==> src/rtl/watch_pkg.sv <==
// Shared encodings for the stopwatch command controller: FSM states,
// ASCII command bytes and small width helpers.
package watch_pkg;

  localparam int BYTE_W = 8;

  typedef enum logic [1:0] {
    ST_STOP  = 2'b00,
    ST_RUN   = 2'b01,
    ST_CLEAR = 2'b10
  } state_t;

  localparam logic [BYTE_W-1:0] CH_RUN   = 8'h72;  // 'r'
  localparam logic [BYTE_W-1:0] CH_STOP  = 8'h73;  // 's'
  localparam logic [BYTE_W-1:0] CH_CLEAR = 8'h63;  // 'c'
  localparam logic [BYTE_W-1:0] CH_MODE  = 8'h6D;  // 'm'
  localparam logic [BYTE_W-1:0] CH_LAP   = 8'h6C;  // 'l'
  localparam logic [BYTE_W-1:0] CH_ZERO  = 8'h30;  // '0'
  localparam logic [BYTE_W-1:0] CH_NINE  = 8'h39;  // '9'

  // Register width able to hold 0..n-1, never narrower than one bit.
  function automatic int width_of(input int n);
    return (n > 2) ? $clog2(n) : 1;
  endfunction

  function automatic logic [BYTE_W-1:0] fold_case(input logic [BYTE_W-1:0] b, input logic en);
    if (en && (b >= 8'h41) && (b <= 8'h5A))
      return b | 8'h20;
    return b;
  endfunction

endpackage

==> src/rtl/uart_cmd_fetch.sv <==
// Pops one byte at a time from a first-word-fall-through FIFO and holds it
// as a pending command until the controller consumes it.
module uart_cmd_fetch
  import watch_pkg::*;
(
  input  logic              clk,
  input  logic              reset,
  input  logic [BYTE_W-1:0] rx_data,
  input  logic              rx_empty,
  input  logic              consume,
  output logic              rd_en,
  output logic [BYTE_W-1:0] cmd,
  output logic              pending
);

  // A pop is never issued while a byte is still waiting, so capture and consume never collide.
  always_ff @(posedge clk or posedge reset) begin
    if (reset) begin
      rd_en   <= 1'b0;
      cmd     <= '0;
      pending <= 1'b0;
    end else begin
      rd_en <= !rx_empty && !rd_en && !pending;
      if (rd_en) begin
        cmd     <= rx_data;
        pending <= 1'b1;
      end else if (consume) begin
        pending <= 1'b0;
      end
    end
  end

endmodule

==> src/rtl/watch_cmd_ctrl.sv <==
// Run/stop/clear/mode controller merging button pulses with UART commands
// and driving the counter enable/clear, display mode and lap freeze.
module watch_cmd_ctrl
  import watch_pkg::*;
#(
  parameter int MODE_CNT   = 2,
  parameter int CLEAR_CYC  = 1,
  parameter int CLR_IN_RUN = 0,
  parameter int CASE_INS   = 1
) (
  input  logic                          clk,
  input  logic                          reset,
  input  logic                          btn_run_stop,
  input  logic                          btn_clear,
  input  logic                          btn_mode,
  input  logic                          btn_lap,
  input  logic [7:0]                    rx_data,
  input  logic                          rx_empty,
  output logic                          rd_en,
  output logic                          enable,
  output logic                          clear,
  output logic [width_of(MODE_CNT)-1:0] mode_sel,
  output logic                          lap_freeze,
  output logic                          cmd_err
);

  localparam int MW = width_of(MODE_CNT);
  localparam int CW = width_of(CLEAR_CYC);

  state_t            state, state_nxt;
  logic [CW-1:0]     clr_cnt, cnt_nxt;
  logic [MW-1:0]     mode_nxt;
  logic              lap_nxt;
  logic [BYTE_W-1:0] cmd_byte, ch, digit;
  logic              pending, btn_any, take_cmd;
  logic              ev_toggle, ev_run, ev_stop, ev_clear, ev_mode, ev_lap, ev_set, ev_err;

  uart_cmd_fetch u_fetch (
    .clk      (clk),
    .reset    (reset),
    .rx_data  (rx_data),
    .rx_empty (rx_empty),
    .consume  (take_cmd),
    .rd_en    (rd_en),
    .cmd      (cmd_byte),
    .pending  (pending)
  );

  // Buttons take precedence; a pending byte simply waits for a quiet cycle.
  always_comb begin
    btn_any   = btn_run_stop | btn_clear | btn_mode | btn_lap;
    take_cmd  = pending && !btn_any;
    ch        = fold_case(cmd_byte, CASE_INS != 0);
    digit     = ch - CH_ZERO;
    ev_toggle = 1'b0;
    ev_run    = 1'b0;
    ev_stop   = 1'b0;
    ev_clear  = 1'b0;
    ev_mode   = 1'b0;
    ev_lap    = 1'b0;
    ev_set    = 1'b0;
    ev_err    = 1'b0;
    if (btn_any) begin
      ev_toggle = btn_run_stop;
      ev_clear  = btn_clear && !btn_run_stop;
      ev_mode   = btn_mode;
      ev_lap    = btn_lap;
    end else if (take_cmd) begin
      case (ch)
        CH_RUN:   ev_run   = 1'b1;
        CH_STOP:  ev_stop  = 1'b1;
        CH_CLEAR: ev_clear = 1'b1;
        CH_MODE:  ev_mode  = 1'b1;
        CH_LAP:   ev_lap   = 1'b1;
        default: begin
          if ((ch >= CH_ZERO) && (ch <= CH_NINE) && (digit < 8'(MODE_CNT)))
            ev_set = 1'b1;
          else
            ev_err = 1'b1;
        end
      endcase
    end
  end

  always_comb begin
    state_nxt = state;
    cnt_nxt   = clr_cnt;
    lap_nxt   = lap_freeze;
    case (state)
      ST_STOP: begin
        if (ev_toggle || ev_run) begin
          state_nxt = ST_RUN;
        end else if (ev_clear) begin
          state_nxt = ST_CLEAR;
          cnt_nxt   = CW'(CLEAR_CYC - 1);
        end
      end
      ST_RUN: begin
        if (ev_toggle || ev_stop) begin
          state_nxt = ST_STOP;
          lap_nxt   = 1'b0;
        end else if (ev_clear && (CLR_IN_RUN != 0)) begin
          state_nxt = ST_CLEAR;
          cnt_nxt   = CW'(CLEAR_CYC - 1);
          lap_nxt   = 1'b0;
        end else if (ev_lap) begin
          lap_nxt = !lap_freeze;
        end
      end
      ST_CLEAR: begin
        if (clr_cnt == '0)
          state_nxt = ST_STOP;
        else
          cnt_nxt = clr_cnt - 1'b1;
      end
      default: state_nxt = ST_STOP;
    endcase

    mode_nxt = mode_sel;
    if (ev_mode)
      mode_nxt = (mode_sel == MW'(MODE_CNT - 1)) ? '0 : mode_sel + 1'b1;
    else if (ev_set)
      mode_nxt = MW'(digit);
  end

  // Outputs are decoded from the next state so they change right after the deciding edge.
  always_ff @(posedge clk or posedge reset) begin
    if (reset) begin
      state      <= ST_STOP;
      clr_cnt    <= '0;
      enable     <= 1'b0;
      clear      <= 1'b0;
      mode_sel   <= '0;
      lap_freeze <= 1'b0;
      cmd_err    <= 1'b0;
    end else begin
      state      <= state_nxt;
      clr_cnt    <= cnt_nxt;
      enable     <= (state_nxt == ST_RUN);
      clear      <= (state_nxt == ST_CLEAR);
      mode_sel   <= mode_nxt;
      lap_freeze <= lap_nxt;
      cmd_err    <= ev_err;
    end
  end

endmodule

==> config.mk <==
export PLATFORM = sky130hd
export DESIGN_NAME = watch_cmd_ctrl
export DESIGN_NICKNAME = d
export VERILOG_FILES = /design/src/rtl/watch_pkg.sv /design/src/rtl/uart_cmd_fetch.sv /design/src/rtl/watch_cmd_ctrl.sv
export SDC_FILE = /design/constraint.sdc
export NUM_CORES = 1
export LEC_CHECK = 0
export ABC_AREA = 1
export CAP_MARGIN = 10
export CELL_PAD_IN_SITES_DETAIL_PLACEMENT = 1
export CELL_PAD_IN_SITES_GLOBAL_PLACEMENT = 1
export CORE_MARGIN = 10
export CORE_UTILIZATION = 35
export DETAILED_ROUTE_END_ITERATION = 7
export PLACE_DENSITY = 0.83
export SYNTH_ARGS = -nofsm -noshare
export SYNTH_HDL_FRONTEND = slang
export SYNTH_SLANG_ARGS = --single-unit
==> constraint.sdc <==
create_clock -name clk -period 1.63 [get_ports clk]
set_input_delay 0.326 -clock clk [delete_from_list [all_inputs] [get_ports clk]]
set_output_delay 0.326 -clock clk [all_outputs]
set_load 0.01 [all_outputs]
==> results.txt <==
Run status = completed
Clk pwr share = 13.4%
TritonRoute pass-1 iters = 2
Drt first-iter violations = 31
Layout cells sized above 1 = 24.7%
Tmin final = 1540 ps
Worst skew pair latency = 300 ps
Part of the power in registers = 40.7%
Number of global-route vias before repair = 953
Hold slack = 328 ps
Top post-synthesis cells by area = dfrtp_1 (47%), nand2_1 (11%), inv_1 (7.0%)
Cell Pwr Density = 1340 nW/um2
Final Core Density = 51.7%
Critical R2R Capture = lap_freeze
I/O pin count = 21
Post-place setup slack = -183 ps
Worst hold path class = input pin to asynchronous set/reset pin
Final setup fails = 0
#FFs+latches synth = 17
Layout Cells excl Fill = 176
Arrival time of the worst setup path = 1220 ps
Die X-Extent = 71.0 um
H-Tree Depth = 1
Top cell type's share of synthesized area = 46.7%
Least-Margin Pin Slew = 471 ps
Post-synth top flop = dfrtp_1
Synth Net Count = 128
Starting Density = 36.8%
DRC viols = 0
First-pass GRT wire length = 4260 um
Crit path cell chain = clkdlybuf4s50_1
Overall routing resource usage = 10.1%
Clk sinks = 17
WP data required = 1300 ps
Slew HR = 68.3%
Clk slew on worst S/H paths = 100 ps
Vias = 873
Top delay family on crit path = buffers and inverters
Critical path startpoint category = register
Vert. Die Dim = 71.0 um
DR WL/cell = 14.2 um
Max-slew violations = 0
Final Cycle Share = 94.8%
Final #Nets = 162
Root Buffer = clkbuf_4
CTS Buf Count = 3
Leading cell type by number of instances after synthesis = nand2_1
Antenna violations before repair = 0
Max_cap viols = 0
Placeable Area = 2480 um2
Synthesized area per cell = 8.06 um2
Part of the Yosys area used for sequential elements = 46.7%
Cell Int Power = 1.00 mW
Buf/Inv on CP = 1
R2r worst-path depth = 12
Final hold vios = 0
Layout area overhead = 40.7%
N_diodes = 0
Psw = 0.718 mW
Crit path kind = register to primary output
Post-synth cell types = 23
Post-Synthesis Cells = 113
Drt total wl = 2510 um
RR Startpoint = u_fetch.cmd[0]
Dpl hpwl = 1940 um
Final worst setup slack = 85.2 ps
Setup crit end kind = primary output
Worst path slowest cell = clkdlybuf4s50_1
Ys async rst share = 100%
Fmax = 647 MHz
Vias per cell = 4.96
CP max FO = 3
Crit-path max cell delay = 540 ps
Num rows = 18
Register-to-register setup slack = 120 ps
Placer Congestion = 0.826
Synth area leader = dfrtp_1
Largest net degree at the start of global routing = 18
CTS hold repair buffers = 0
Power share of the combinational group = 45.9%
Clk buf depth = 2
Worst VDD drop = 0.000918 V
Worst clock skew = 4.63 ps
ANT nets after route = 0
Post-Place Cells = 166
GRT overflow = 0
CTS tree = built
Port Buf Inserts = 20
Setup TNS = 0 ps
Synthesized area = 911 um2
Die area = 5040 um2
Synth top cells by count = nand2_1 (27), dfrtp_1 (17), inv_1 (17), o21ai_0 (7)
Pleak = 0.616 nW
Synthesis Warnings = 0
Switch share = 41.7%
EDFF count, synth = 0
flip-flops by register name, summed over array words and instances (netlist names):
name / count
cmd_err: 1
u_fetch.cmd: 8
state: 2
enable: 1
lap_freeze: 1
u_fetch.rd_en: 1
clear: 1
mode_sel: 1
u_fetch.pending: 1
metrics by stage:
stage / instance area, um2 / power, mW
after global placement: 1180 / 1.33
after CTS: 1200 / 1.61
final: 1280 / 1.72
after floorplan: 911 / 1.13
after global routing: 1280 / 1.89
after detailed placement: 1180 / 1.38
worst max-delay path by stage:
stage               cells after the start    endpoint            from
floorplan                              12  lap_freeze  u_fetch.cmd[0]
global placement                       11  lap_freeze    btn_run_stop
detailed placement                     11  lap_freeze    btn_run_stop
CTS                                     1  lap_freeze      lap_freeze
global route                           12  lap_freeze  u_fetch.cmd[1]
finish                                  1    mode_sel        mode_sel
cells in the final DEF (no fill, tap or decap):
cell type / count
o21ai_0: 7
mux2_2: 1
o211ai_1: 1
buf_4: 11
clkdlybuf4s50_1: 18
o22ai_1: 1
o21ai_1: 1
dlymetal6s2s_1: 2
nand3_1: 3
nand2_4: 2
and2_1: 2
nand4_4: 1
nand3_2: 4
dfrtp_2: 2
clkbuf_4: 3
dfrtp_1: 15
nor2_1: 5
nor2_4: 2
inv_1: 17
clkbuf_1: 1
nor3_1: 6
o21ai_2: 1
nand2_1: 26
nand4_1: 4
inv_2: 2
nand2_2: 2
o21bai_1: 1
nor2_2: 5
metal layers:
layer / global-route usage, % / vias to the layer above / share of wire (%)
met5: 0 / - / 0
met4: 4.09 / 0 / 2.2
met3: 3.07 / 7 / 4.7
met2: 17.7 / 20 / 52
met1: 11.0 / 417 / 41
li1: - / 429 / -
final cells by class:
class                   count  area (um2)
clock buffers               4        26.3
well taps                  30        37.5
inverters                  19        71.3
repair buffers             31         288
fillers                   310        1200
multi-input cells          75         430
flip-flops and latches     17         428
cell families after synthesis:
group                  after synthesis  share of synthesized area, %
AOI/OAI and AO/OA                   12                          7.69
and+or+nand+nor                     62                          35.7
buffers and inverters               21                          8.65
DFF                                 17                          46.7
muxes                                1                          1.24
repair_timing:
item,CTS,global route
gates resized for setup,0,9
endpoints found under the setup margin,0,3
endpoints found under the hold margin,0,0
buffers inserted,0,6
power groups by stage:
| stage | logic, mW | clock network (mW) | registers (mW) |
|---|---|---|---|
| 5_1_grt | 0.892 | 0.269 | 0.724 |
| 3_3_place_gp | 0.642 | 0 | 0.688 |
| 2_1_floorplan | 0.444 | 0 | 0.686 |
| 6_report | 0.791 | 0.231 | 0.700 |
| 4_1_cts | 0.683 | 0.237 | 0.692 |
| 3_5_place_dp | 0.677 | 0 | 0.699 |
(Power assumes the default switching activity.)
